==> src/rtl/ifu_fetch.sv <==
// ifu_fetch: instruction-fetch stage. Owns the architectural PC, fetches words
// from instruction memory over a req/ack handshake, and loads the IF/ID latch.
// A one-entry skid buffer absorbs a stall that lands on the ack cycle. A flush
// redirects the PC; if it arrives while a fetch is unacked, the request is
// drained first.
// Optional feature macro: FETCH_ALIGN_CHECK_EN. When it is defined, a misaligned
// PC is not fetched. It completes internally as a nop tagged with id_exc_adel.
module ifu_fetch #(
    parameter logic [31:0] RESET_PC = 32'h0000_3000
) (
    input  logic        clk,
    input  logic        reset,
    input  logic [31:0] npc_in,
    input  logic        stall,
    input  logic        flush,
    output logic        imem_req,
    output logic [31:0] imem_addr,
    input  logic        imem_ack,
    input  logic [31:0] imem_rdata,
    output logic [31:0] pc,
    output logic        id_valid,
    output logic [31:0] id_pc,
    output logic [31:0] id_instr,
    output logic        id_exc_adel
);

    typedef enum logic [1:0] {
        S_FETCH = 2'd0,
        S_HOLD  = 2'd1,
        S_DRAIN = 2'd2
    } state_e;

    state_e      state_q, state_d;
    logic [31:0] pc_q, pc_d;
    logic [31:0] redir_q, redir_d;
    logic [31:0] skid_instr_q, skid_instr_d;
    logic        skid_exc_q, skid_exc_d;
    logic        id_valid_q, id_valid_d;
    logic [31:0] id_pc_q, id_pc_d;
    logic [31:0] id_instr_q, id_instr_d;
    logic        id_exc_q, id_exc_d;

    logic        misaligned;
    logic        fetch_done;
    logic [31:0] fetch_instr;
    logic        fetch_exc;

`ifdef FETCH_ALIGN_CHECK_EN
    assign misaligned = (state_q == S_FETCH) && (pc_q[1:0] != 2'b00);
    assign imem_addr  = pc_q;
`else
    assign misaligned = 1'b0;
    assign imem_addr  = {pc_q[31:2], 2'b00};
`endif

    // A fetch completes on ack, or internally when the PC is misaligned.
    assign fetch_done  = (state_q == S_FETCH) && (misaligned || imem_ack);
    assign fetch_instr = misaligned ? 32'h0 : imem_rdata;
    assign fetch_exc   = misaligned;

    assign pc          = pc_q;
    assign id_valid    = id_valid_q;
    assign id_pc       = id_pc_q;
    assign id_instr    = id_instr_q;
    assign id_exc_adel = id_exc_q;

    // State register.
    always_ff @(posedge clk) begin
        if (reset) begin
            state_q <= S_FETCH;
        end else begin
            state_q <= state_d;
        end
    end

    // Next-state logic. Flush outranks stall.
    always_comb begin
        state_d = state_q;
        case (state_q)
            S_FETCH: begin
                if (fetch_done) begin
                    if (!flush && stall) begin
                        state_d = S_HOLD;
                    end
                end else if (flush) begin
                    state_d = S_DRAIN;
                end
            end
            S_HOLD: begin
                if (flush || !stall) begin
                    state_d = S_FETCH;
                end
            end
            S_DRAIN: begin
                if (imem_ack) begin
                    state_d = S_FETCH;
                end
            end
            default: state_d = S_FETCH;
        endcase
    end

    // Request output. It drops at once in the reset cycle, so an in-flight fetch is abandoned.
    always_comb begin
        imem_req = 1'b0;
        if (!reset) begin
            case (state_q)
                S_FETCH: imem_req = !misaligned;
                S_DRAIN: imem_req = 1'b1;
                default: imem_req = 1'b0;
            endcase
        end
    end

    // Datapath next values: PC, redirect target, skid buffer and IF/ID latch.
    always_comb begin
        pc_d         = pc_q;
        redir_d      = redir_q;
        skid_instr_d = skid_instr_q;
        skid_exc_d   = skid_exc_q;
        id_valid_d   = id_valid_q;
        id_pc_d      = id_pc_q;
        id_instr_d   = id_instr_q;
        id_exc_d     = id_exc_q;
        case (state_q)
            S_FETCH: begin
                if (fetch_done) begin
                    if (flush) begin
                        pc_d         = npc_in;
                        skid_instr_d = 32'h0;
                        skid_exc_d   = 1'b0;
                        id_valid_d   = 1'b0;
                        id_pc_d      = 32'h0;
                        id_instr_d   = 32'h0;
                        id_exc_d     = 1'b0;
                    end else if (stall) begin
                        skid_instr_d = fetch_instr;
                        skid_exc_d   = fetch_exc;
                    end else begin
                        pc_d       = npc_in;
                        id_valid_d = 1'b1;
                        id_pc_d    = pc_q;
                        id_instr_d = fetch_instr;
                        id_exc_d   = fetch_exc;
                    end
                end else if (flush || !stall) begin
                    // A flush or a bubble both empty IF/ID. Only a flush arms the redirect.
                    if (flush) begin
                        redir_d = npc_in;
                    end
                    id_valid_d = 1'b0;
                    id_pc_d    = 32'h0;
                    id_instr_d = 32'h0;
                    id_exc_d   = 1'b0;
                end
            end
            S_HOLD: begin
                if (flush) begin
                    pc_d         = npc_in;
                    skid_instr_d = 32'h0;
                    skid_exc_d   = 1'b0;
                    id_valid_d   = 1'b0;
                    id_pc_d      = 32'h0;
                    id_instr_d   = 32'h0;
                    id_exc_d     = 1'b0;
                end else if (!stall) begin
                    pc_d       = npc_in;
                    id_valid_d = 1'b1;
                    id_pc_d    = pc_q;
                    id_instr_d = skid_instr_q;
                    id_exc_d   = skid_exc_q;
                end
            end
            S_DRAIN: begin
                if (flush) begin
                    redir_d = npc_in;
                end
                if (imem_ack) begin
                    pc_d = flush ? npc_in : redir_q;
                end
            end
            default: ;
        endcase
    end

    // Datapath registers.
    always_ff @(posedge clk) begin
        if (reset) begin
            pc_q         <= RESET_PC;
            redir_q      <= 32'h0;
            skid_instr_q <= 32'h0;
            skid_exc_q   <= 1'b0;
            id_valid_q   <= 1'b0;
            id_pc_q      <= 32'h0;
            id_instr_q   <= 32'h0;
            id_exc_q     <= 1'b0;
        end else begin
            pc_q         <= pc_d;
            redir_q      <= redir_d;
            skid_instr_q <= skid_instr_d;
            skid_exc_q   <= skid_exc_d;
            id_valid_q   <= id_valid_d;
            id_pc_q      <= id_pc_d;
            id_instr_q   <= id_instr_d;
            id_exc_q     <= id_exc_d;
        end
    end

endmodule

==> config.mk <==
export PLATFORM = sky130hd
export DESIGN_NAME = ifu_fetch
export DESIGN_NICKNAME = d
export VERILOG_FILES = /design/src/rtl/ifu_fetch.sv
export SDC_FILE = /design/constraint.sdc
export NUM_CORES = 1
export LEC_CHECK = 0
export BUFFER_PORTS_ARGS = -buffer_cell sky130_fd_sc_hd__buf_2
export CAP_MARGIN = 30
export CORE_UTILIZATION = 55
export CTS_CLUSTER_SIZE = 30
export DETAILED_ROUTE_END_ITERATION = 8
export PLACE_DENSITY = 0.85
export SYNTH_ARGS = -nofsm -noshare
export SYNTH_HDL_FRONTEND = slang
export SYNTH_SLANG_ARGS = --single-unit
==> constraint.sdc <==
create_clock -name clk -period 2.8 [get_ports clk]
set_input_delay 0.28 -clock clk [delete_from_list [all_inputs] [get_ports clk]]
set_output_delay 0.28 -clock clk [all_outputs]
set_load 0.02 [all_outputs]
==> run metrics, run 1 <==
Avg WL per Cell 14.9 um; Inserted Clock Buffers 17; Max Buffers Root-to-Sink 2; die height 112 um; setup bufs post-CTS 0; Total GRT Usage 25.9%; # H-tree levels 4; first-pass GRT wire length 25900 um; RSZ-0062 raised after global routing false; vias in the first global route 5185; Comb power frac 12.7%; Yosys reg bits 163; syn_area_per_cell 8.46 um2; Worst Skew 0.00785 ns; clock transition at the registers of the reported paths 0.06 ns; register area share after synthesis 49.1%; synth unique cells 30; DP Area 0.00740 mm2; Tcrit/Tclk final 73.2%; outcome finished with violations; Layout Nets 982; relative slew slack 52.5%; gate count of the mapped netlist 785; Final TNS setup 0 ns; detailed-route wire length 15900 um; layout cells sized above 1 27.2%; EDFF count, synth 0; Resized cells post-CTS 0; Crit-path slowest cell or3_2; Crit Path Max Fanout 28; # setup viols final 0; post-synth top area share 49.1%; post-synth top area cell dfxtp_1; Max Freq 488 MHz; ys async rst share 0%; Iter 0 DRT Violations 495; worst skew pair latency 0.43 ns; YS warnings 0; DRC Markers 21; clock share of power 41.0%; Crit path required time 3.13 ns; Detail Placement HPWL 10000 um; area grow syn2layout 20.4%; worst path cell trace inv_4 > or3_2 > buf_12 > mux2i_1 > a211oi_1; Num Clock Sinks 163; Seq pwr share 46.3%; GR Overflow Total 0; Die X 112 um; CP Capture Type flip-flop; # Max-Cap Violations 0; Initial Util 57.2%; kind of critical path flip-flop to flip-flop; max-slew violation count 0; worst-margin pin slew 0.710 ns; largest net degree at the start of global routing 67; Critical Path AT 2.38 ns; Netlist Area Pre-Place 0.00664 mm2; hold buffers post-CTS 0; pre-CTS setup slack 0.556 ns; IO Port Bufs 196; Row Count 39; Tot Pwr 5.40 mW; setup slack, reg-to-reg 0.75 ns; RD Place Congestion 0.757; sw power 1.44 mW; Vias 5879; crit start category flip-flop; TritonRoute pass-1 iters 8; failing checks DRC; worst setup margin 0.751 ns; type of the tightest min-delay check input port to flip-flop; Clk Tree Root Cell clkbuf_16; Hold Violations, Final 0; Synth area leaders dfxtp_1, nand2_1, a22oi_1; Main synth FF type dfxtp_1; leakage 3.61 nW; die footprint 0.0125 mm2; Ports 200; internal power 3.96 mW; Max VDD drop 0.662 mV; CTS tree done; sw frac 26.7%; Antenna Cells 0; initial antenna violation count 0; antenna-violating nets left 0; Tmin final 2.05 ns; PD cells 675 mW/mm2; post-route cell area 0.00800 mm2; biggest cell delay along the critical path 0.62 ns; Placeable Area 0.0116 mm2; Avg Vias per Cell 5.50
==> sequential cells by signal, indices dropped and copies added, names as in the netlist <==
| register | flops |
|---|---|
| redir_q | 32 |
| skid_instr_q | 32 |
| pc | 32 |
| id_valid | 1 |
| id_pc | 32 |
| id_instr | 32 |
| state_q | 2 |
==> path summary, 6_finish.rpt <==
kind                endpoint       startpoint  cells after the start
min              redir_q[19]       npc_in[19]                      3
min reg2reg  skid_instr_q[4]  skid_instr_q[4]                      2
max reg2reg           pc[14]       state_q[1]                      5
max                   pc[14]       state_q[1]                      5
==> placed cells by master, fill, tap and decap left out, drive strengths merged <==
master / n
a211o: 1
a211oi: 32
a21o: 1
a21oi: 68
a22o: 9
a22oi: 64
buf: 210
bufinv: 1
clkbuf: 22
clkinv: 2
clkinvlp: 5
conb: 3
dfxtp: 163
inv: 4
mux2i: 32
nand2: 142
nand2b: 1
nand3: 32
nor2: 98
nor2b: 4
nor3: 3
nor3b: 1
nor4: 1
o21ai: 24
o221a: 1
o221ai: 1
or3: 1
==> worst max-delay path, delay by kind of cell (launching register included) <==
| family | cells | cell delay (ns) |
|---|---|---|
| AO/OA/AOI/OAI | 1 | 0.26 |
| buffers and inverters | 2 | 0.34 |
| flip-flops | 1 | 0.57 |
| multiplexers | 1 | 0.15 |
| AND/OR/NAND/NOR | 1 | 0.62 |
==> power by group through the flow <==
| stage | Clock [mW] | Sequential [mW] | Combinational [mW] |
|---|---|---|---|
| floorplan | 0 | 2.60 | 0.436 |
| global placement | 0 | 2.54 | 0.667 |
| detailed placement | 0 | 2.55 | 0.683 |
| CTS | 2.25 | 2.50 | 0.687 |
| global route | 2.35 | 2.51 | 0.750 |
| finish | 2.22 | 2.50 | 0.686 |
==> area by class of cell <==
class                           count  area [um2]
Sequential cell                   163        3260
Clock buffer                       22         474
Inverter                            2        10.0
Multi-Input combinational cell    519        2810
Fill cell                         922        3620
Tap cell                          143         179
Clock inverter                     10        98.8
Timing Repair Buffer              210        1160
==> through the flow <==
| step | std cells | hold slack, ns | util, % |
|---|---|---|---|
| floorplan | 787 | 0.414 | - |
| global placement | 1035 | 0.438 | 63.5 |
| detailed placement | 1036 | 0.443 | 63.7 |
| CTS | 1068 | 0.0885 | 68.7 |
| global route | 1069 | 0.100 | 68.9 |
| finish | 1069 | 0.102 | 68.9 |
==> cells by family after synthesis <==
kind of cell,Yosys count,synth area share (%)
AOI/OAI and AO/OA,201,19.9
other,1,0.0565
DFF,163,49.1
and+or+nand+nor,283,17.1
muxes,32,4.82
buffers and inverters,105,8.99
==> cell usage after synthesis (2+ instances only) <==
library cell / instances
o21ai_0: 24
buf_4: 38
nor2b_1: 4
dfxtp_1: 163
mux2i_1: 32
a21oi_1: 68
nor3_1: 2
buf_6: 4
nor2_1: 98
nand2_1: 142
a211oi_1: 30
clkbuf_1: 39
nand3_1: 32
buf_2: 22
a22o_1: 9
a22oi_1: 64
==> metal layers <==
layer / vias to the layer above / GRT usage (%) / wire length, um
met1: 2700 / 33.1 / 6830
met5: - / 0 / 0
met2: 236 / 42.7 / 7700
met3: 17 / 7.24 / 1180
met4: 0 / 7.30 / 189
li1: 2926 / - / -
Note: power is estimated with default switching activity, not from simulation.
==> run 2, diff against run 1 <==
--- a/config.mk
+++ b/config.mk
@@ -7,10 +7,10 @@
 export LEC_CHECK = 0
 export BUFFER_PORTS_ARGS = -buffer_cell sky130_fd_sc_hd__buf_2
 export CAP_MARGIN = 30
-export CORE_UTILIZATION = 55
+export CORE_UTILIZATION = 46
 export CTS_CLUSTER_SIZE = 30
 export DETAILED_ROUTE_END_ITERATION = 8
-export PLACE_DENSITY = 0.85
+export PLACE_DENSITY = 0.75
 export SYNTH_ARGS = -nofsm -noshare
 export SYNTH_HDL_FRONTEND = slang
 export SYNTH_SLANG_ARGS = --single-unit
==> constraint.sdc (replaced) <==
create_clock -name clk -period 1.8 [get_ports clk]
set_input_delay 0.18 -clock clk [delete_from_list [all_inputs] [get_ports clk]]
set_output_delay 0.18 -clock clk [all_outputs]
set_load 0.02 [all_outputs]
==> run metrics, run 2 (same netlist as run 1, synthesis figures left out) <==
biggest cell delay along the critical path 0.50 ns; clock share of power 42.9%; outcome complete, no violations; Clk Tree Root Cell clkbuf_16; Placeable Area 0.0140 mm2; PD cells 1060 mW/mm2; crit start category flip-flop; IO Port Bufs 196; Met3 Wirelength 1250 um; setup bufs post-CTS 0; die footprint 0.0149 mm2; most frequent cells in the layout buf_2, dfxtp_1, nand2_1; Die X 122 um; Vias 5898; TritonRoute pass-1 iters 5; # setup viols final 0; Max Freq 598 MHz; internal power 6.39 mW; Hold Violations, Final 0; die height 122 um; Row Count 43; RSZ-0062 raised after global routing false; Seq pwr share 44.3%; first-pass GRT wire length 25800 um; # H-tree levels 4; Total GRT Usage 22.0%; relative slew slack 55.8%; Crit Path Max Fanout 32; Avg WL per Cell 14.5 um; CP Capture Type flip-flop; largest net degree at the start of global routing 81; kind of critical path flip-flop to flip-flop; Initial Util 47.5%; post-layout util 59.3%; Crit path required time 2.13 ns; type of the tightest min-delay check input port to flip-flop; worst path cell trace inv_4 > or3_2 > buf_12 > mux2i_1 > a211oi_1; Top Metal Used met4; sw power 2.36 mW; CTS tree done; Worst Skew 0.00768 ns; Final TNS setup 0 ns; Iter 0 DRT Violations 482; layout cells sized above 1 27.5%; Met1 Wirelength 7190 um; Crit-path slowest cell or3_2; worst-margin pin slew 0.662 ns; Avg Vias per Cell 5.24; # Max-Cap Violations 0; Tmin final 1.67 ns; DRC Markers 0; Critical Path AT 2.00 ns; vias in the first global route 5101; GR Overflow Total 0; detailed-route wire length 16400 um; antenna-violating nets left 0; Comb power frac 12.8%; Max Buffers Root-to-Sink 2; max-slew violation count 0; RD Place Congestion 0.763; sw frac 27.0%; Detail Placement HPWL 10400 um; Ports 200; Tcrit/Tclk final 92.9%; DR WL met2 7820 um; commonest non-fill, non-tap cell in the layout buf_2; Num Clock Sinks 163; number of fillers in the final layout 1211; initial antenna violation count 0; Max VDD drop 0.758 mV; worst skew pair latency 0.42 ns; leakage 3.74 nW; Layout Nets 1001; clock transition at the registers of the reported paths 0.07 ns; area grow syn2layout 24.8%; Antenna Cells 0; Inserted Clock Buffers 17
==> run 2: cell count changes in the layout (fill, tap and decap cells not counted), sizes merged <==
cell / delta
dlygate4sd3: +13
buf: +6
clkbuf: -5
inv: +5
clkinvlp: -3
bufinv: +2
clkinv: +1
==> run 2: final timing paths <==
check	slack, ns	to	cells past startpoint	start
worst max-delay path	0.13	pc[8]	5	state_q[1]
worst min register to register	0.45	skid_instr_q[4]	2	skid_instr_q[4]
worst max register to register	0.13	pc[8]	5	state_q[1]
worst min-delay path	0.009	redir_q[21]	3	npc_in[21]
==> run 2: final cells by class <==
type	count	area (um2)	share of cell area [%]
inverters	2	10.0	0.121
multi-input cells	519	2810	33.9
repair buffers	229	1360	16.4
clock buffers	17	425	5.13
clock inverters	15	191	2.31
flip-flops and latches	163	3260	39.4
well taps	180	225	2.72
==> run 2: critical path: cells and delay by family (launching register included) <==
kind	cells	cell delay (ns)
AOI/OAI and AO/OA	1	0.26
buffers and inverters	2	0.27
DFF	1	0.38
muxes	1	0.14
and+or+nand+nor	1	0.50
==> run 2: per-layer routing <==
layer	vias up	global-route usage, %
met1	2705	27.6
met3	7	6.60
met4	0	5.34
li1	2960	-
met2	226	36.8
met5	-	0
==> run 2: repair_timing <==
| action | CTS | global route |
|---|---|---|
| hold buffers | 13 | 0 |
| resized for setup | 0 | 0 |
| hold endpoints to repair | 13 | 0 |
| setup endpoints to repair | 0 | 0 |
==> run 2: metrics by stage <==
step	cells	setup WS [ns]	cell area [um2]	power [mW]	hold slack (ns)
after floorplan	787	0.257	6650	4.72	0.314
after global placement	1080	0.214	7540	5.04	0.434
after detailed placement	1080	0.147	7540	5.06	0.439
after CTS	1125	0.121	8290	8.83	0.000280
after global routing	1125	0.0533	8290	9.13	0.00382
final	1125	0.127	8290	8.75	0.00900
==> run 2: power by group through the flow <==
| stage | registers [mW] | clock network (mW) | logic, mW |
|---|---|---|---|
| after floorplan | 4.05 | 0 | 0.678 |
| after global placement | 3.95 | 0 | 1.08 |
| after detailed placement | 3.96 | 0 | 1.09 |
| after CTS | 3.88 | 3.83 | 1.12 |
| after global routing | 3.90 | 4.00 | 1.23 |
| final | 3.88 | 3.76 | 1.12 |
==> run 3, diff against run 2 <==
--- a/config.mk
+++ b/config.mk
@@ -11,6 +11,7 @@
 export CTS_CLUSTER_SIZE = 30
 export DETAILED_ROUTE_END_ITERATION = 8
 export PLACE_DENSITY = 0.75
+export RECOVER_POWER = 100
 export SYNTH_ARGS = -nofsm -noshare
 export SYNTH_HDL_FRONTEND = slang
 export SYNTH_SLANG_ARGS = --single-unit
==> run metrics, run 3 (same netlist as run 1, synthesis figures left out) <==
number of fillers in the final layout 1311; Inserted Clock Buffers 17; Max Freq 590 MHz; Met3 Wirelength 1310 um; leakage 3.22 nW; CP Buf/Inv Count 2; Inst Count DP 1080; clock transition at the registers of the reported paths 0.07 ns; area grow syn2layout 22.2%; Seq pwr share 44.5%; Row Count 43; Tmin final 1.69 ns; CTS tree done; clock share of power 43.1%; most frequent cells in the layout dfxtp_1, nand2_1, clkbuf_1; Max Buffers Root-to-Sink 2; Tcrit/Tclk final 94.1%; # H-tree levels 4; crit start category flip-flop; IO Port Bufs 196; Crit path max-delay family simple AND/OR/NAND/NOR gates; DP Area 0.00754 mm2; Vias 5890; internal power 6.35 mW; GR Overflow Total 0; RD Place Congestion 0.763; Ports 200; sw power 2.37 mW; Final TNS setup 0 ns; Post-Layout Cell Count 1125; worst path cell trace inv_4 > or3_2 > buf_8 > mux2i_1 > a211oi_1; setup bufs post-CTS 0; Total GRT Usage 22.0%; post-route cell area 0.00812 mm2; Worst Skew 0.00833 ns; antenna-violating nets left 0; biggest cell delay along the critical path 0.49 ns; Avg WL per Cell 14.7 um; Num Clock Sinks 163; Clk Tree Root Cell clkbuf_16; # Max-Cap Violations 0; Hold Violations, Final 0; Avg Vias per Cell 5.24; Max VDD drop 0.755 mV; relative slew slack 52.7%; outcome complete, no violations; first-pass GRT wire length 25800 um; initial antenna violation count 0; vias in the first global route 5101; kind of critical path flip-flop to flip-flop; Tot Pwr 8.72 mW; Iter 0 DRT Violations 465; die height 122 um; DR WL met2 7850 um; sw frac 27.2%; type of the tightest min-delay check input port to flip-flop; PD cells 1070 mW/mm2; Layout Nets 1001; Crit Path Max Fanout 32; Detail Placement HPWL 10400 um; post-layout util 58.0%; pre-CTS setup slack 0.147 ns; detailed-route wire length 16500 um; DRC Markers 0; Critical Path AT 2.02 ns; layout cells sized above 1 13.8%; Comb power frac 12.3%; Die X 122 um; largest net degree at the start of global routing 81; Initial Util 47.5%; Met1 Wirelength 7280 um; commonest non-fill, non-tap cell in the layout dfxtp_1; # setup viols final 0; TritonRoute pass-1 iters 7; worst setup margin 0.106 ns; CP Capture Type flip-flop; Crit path required time 2.12 ns; RSZ-0062 raised after global routing false; Placeable Area 0.0140 mm2; Top Metal Used met4; worst hold slack 0.0101 ns; worst skew pair latency 0.42 ns; max-slew violation count 0; Crit-path slowest cell or3_2; worst-margin pin slew 0.709 ns; die footprint 0.0149 mm2; Antenna Cells 0
[run 3: changes by cell type in the layout (fill, tap and decap cells not counted), sizes merged]
| cell | delta |
|---|---|
| buf | -131 |
| clkbuf | +131 |
[run 3: power by group through the flow]
stage	logic, mW	clock network [mW]	registers, mW
CTS	1.12	3.83	3.88
floorplan	0.678	0	4.05
finish	1.08	3.76	3.88
global route	1.19	4.00	3.90
detailed placement	1.09	0	3.96
global placement	1.08	0	3.95
[run 3: worst paths after layout]
check | startpoint | end | slack, ns | cells after the start
max | state_q[1] | pc[8] | 0.11 | 5
min | npc_in[21] | redir_q[21] | 0.01 | 3
max reg2reg | state_q[1] | pc[8] | 0.11 | 5
min reg2reg | skid_instr_q[4] | skid_instr_q[4] | 0.45 | 2
[run 3: repair_timing]
action | 4_1_cts | 5_1_grt
hold endpoints to repair | 13 | 0
hold buffers | 13 | 0
resized for setup | 0 | 0
[run 3: worst register-to-register path: cells and delay by family, from the launching register on]
family	cells	cell delay (ns)
AOI/OAI and AO/OA	1	0.27
buffers and inverters	2	0.29
DFF	1	0.37
muxes	1	0.18
and+or+nand+nor	1	0.49
[run 3: cell type report]
type	instances	area (um2)	area share [%]
Clock buffer	17	425	5.24
Clock inverter	15	191	2.36
Inverter	2	10.0	0.123
Tap cell	180	225	2.77
Timing Repair Buffer	229	1190	14.7
Sequential cell	163	3260	40.2
Multi-Input combinational cell	519	2810	34.6
[run 3: metal layers]
metal | vias to the layer above | GRT usage (%)
li1 | 2960 | -
met1 | 2698 | 27.6
met2 | 220 | 36.8
met3 | 12 | 6.60
met4 | 0 | 5.34
met5 | - | 0
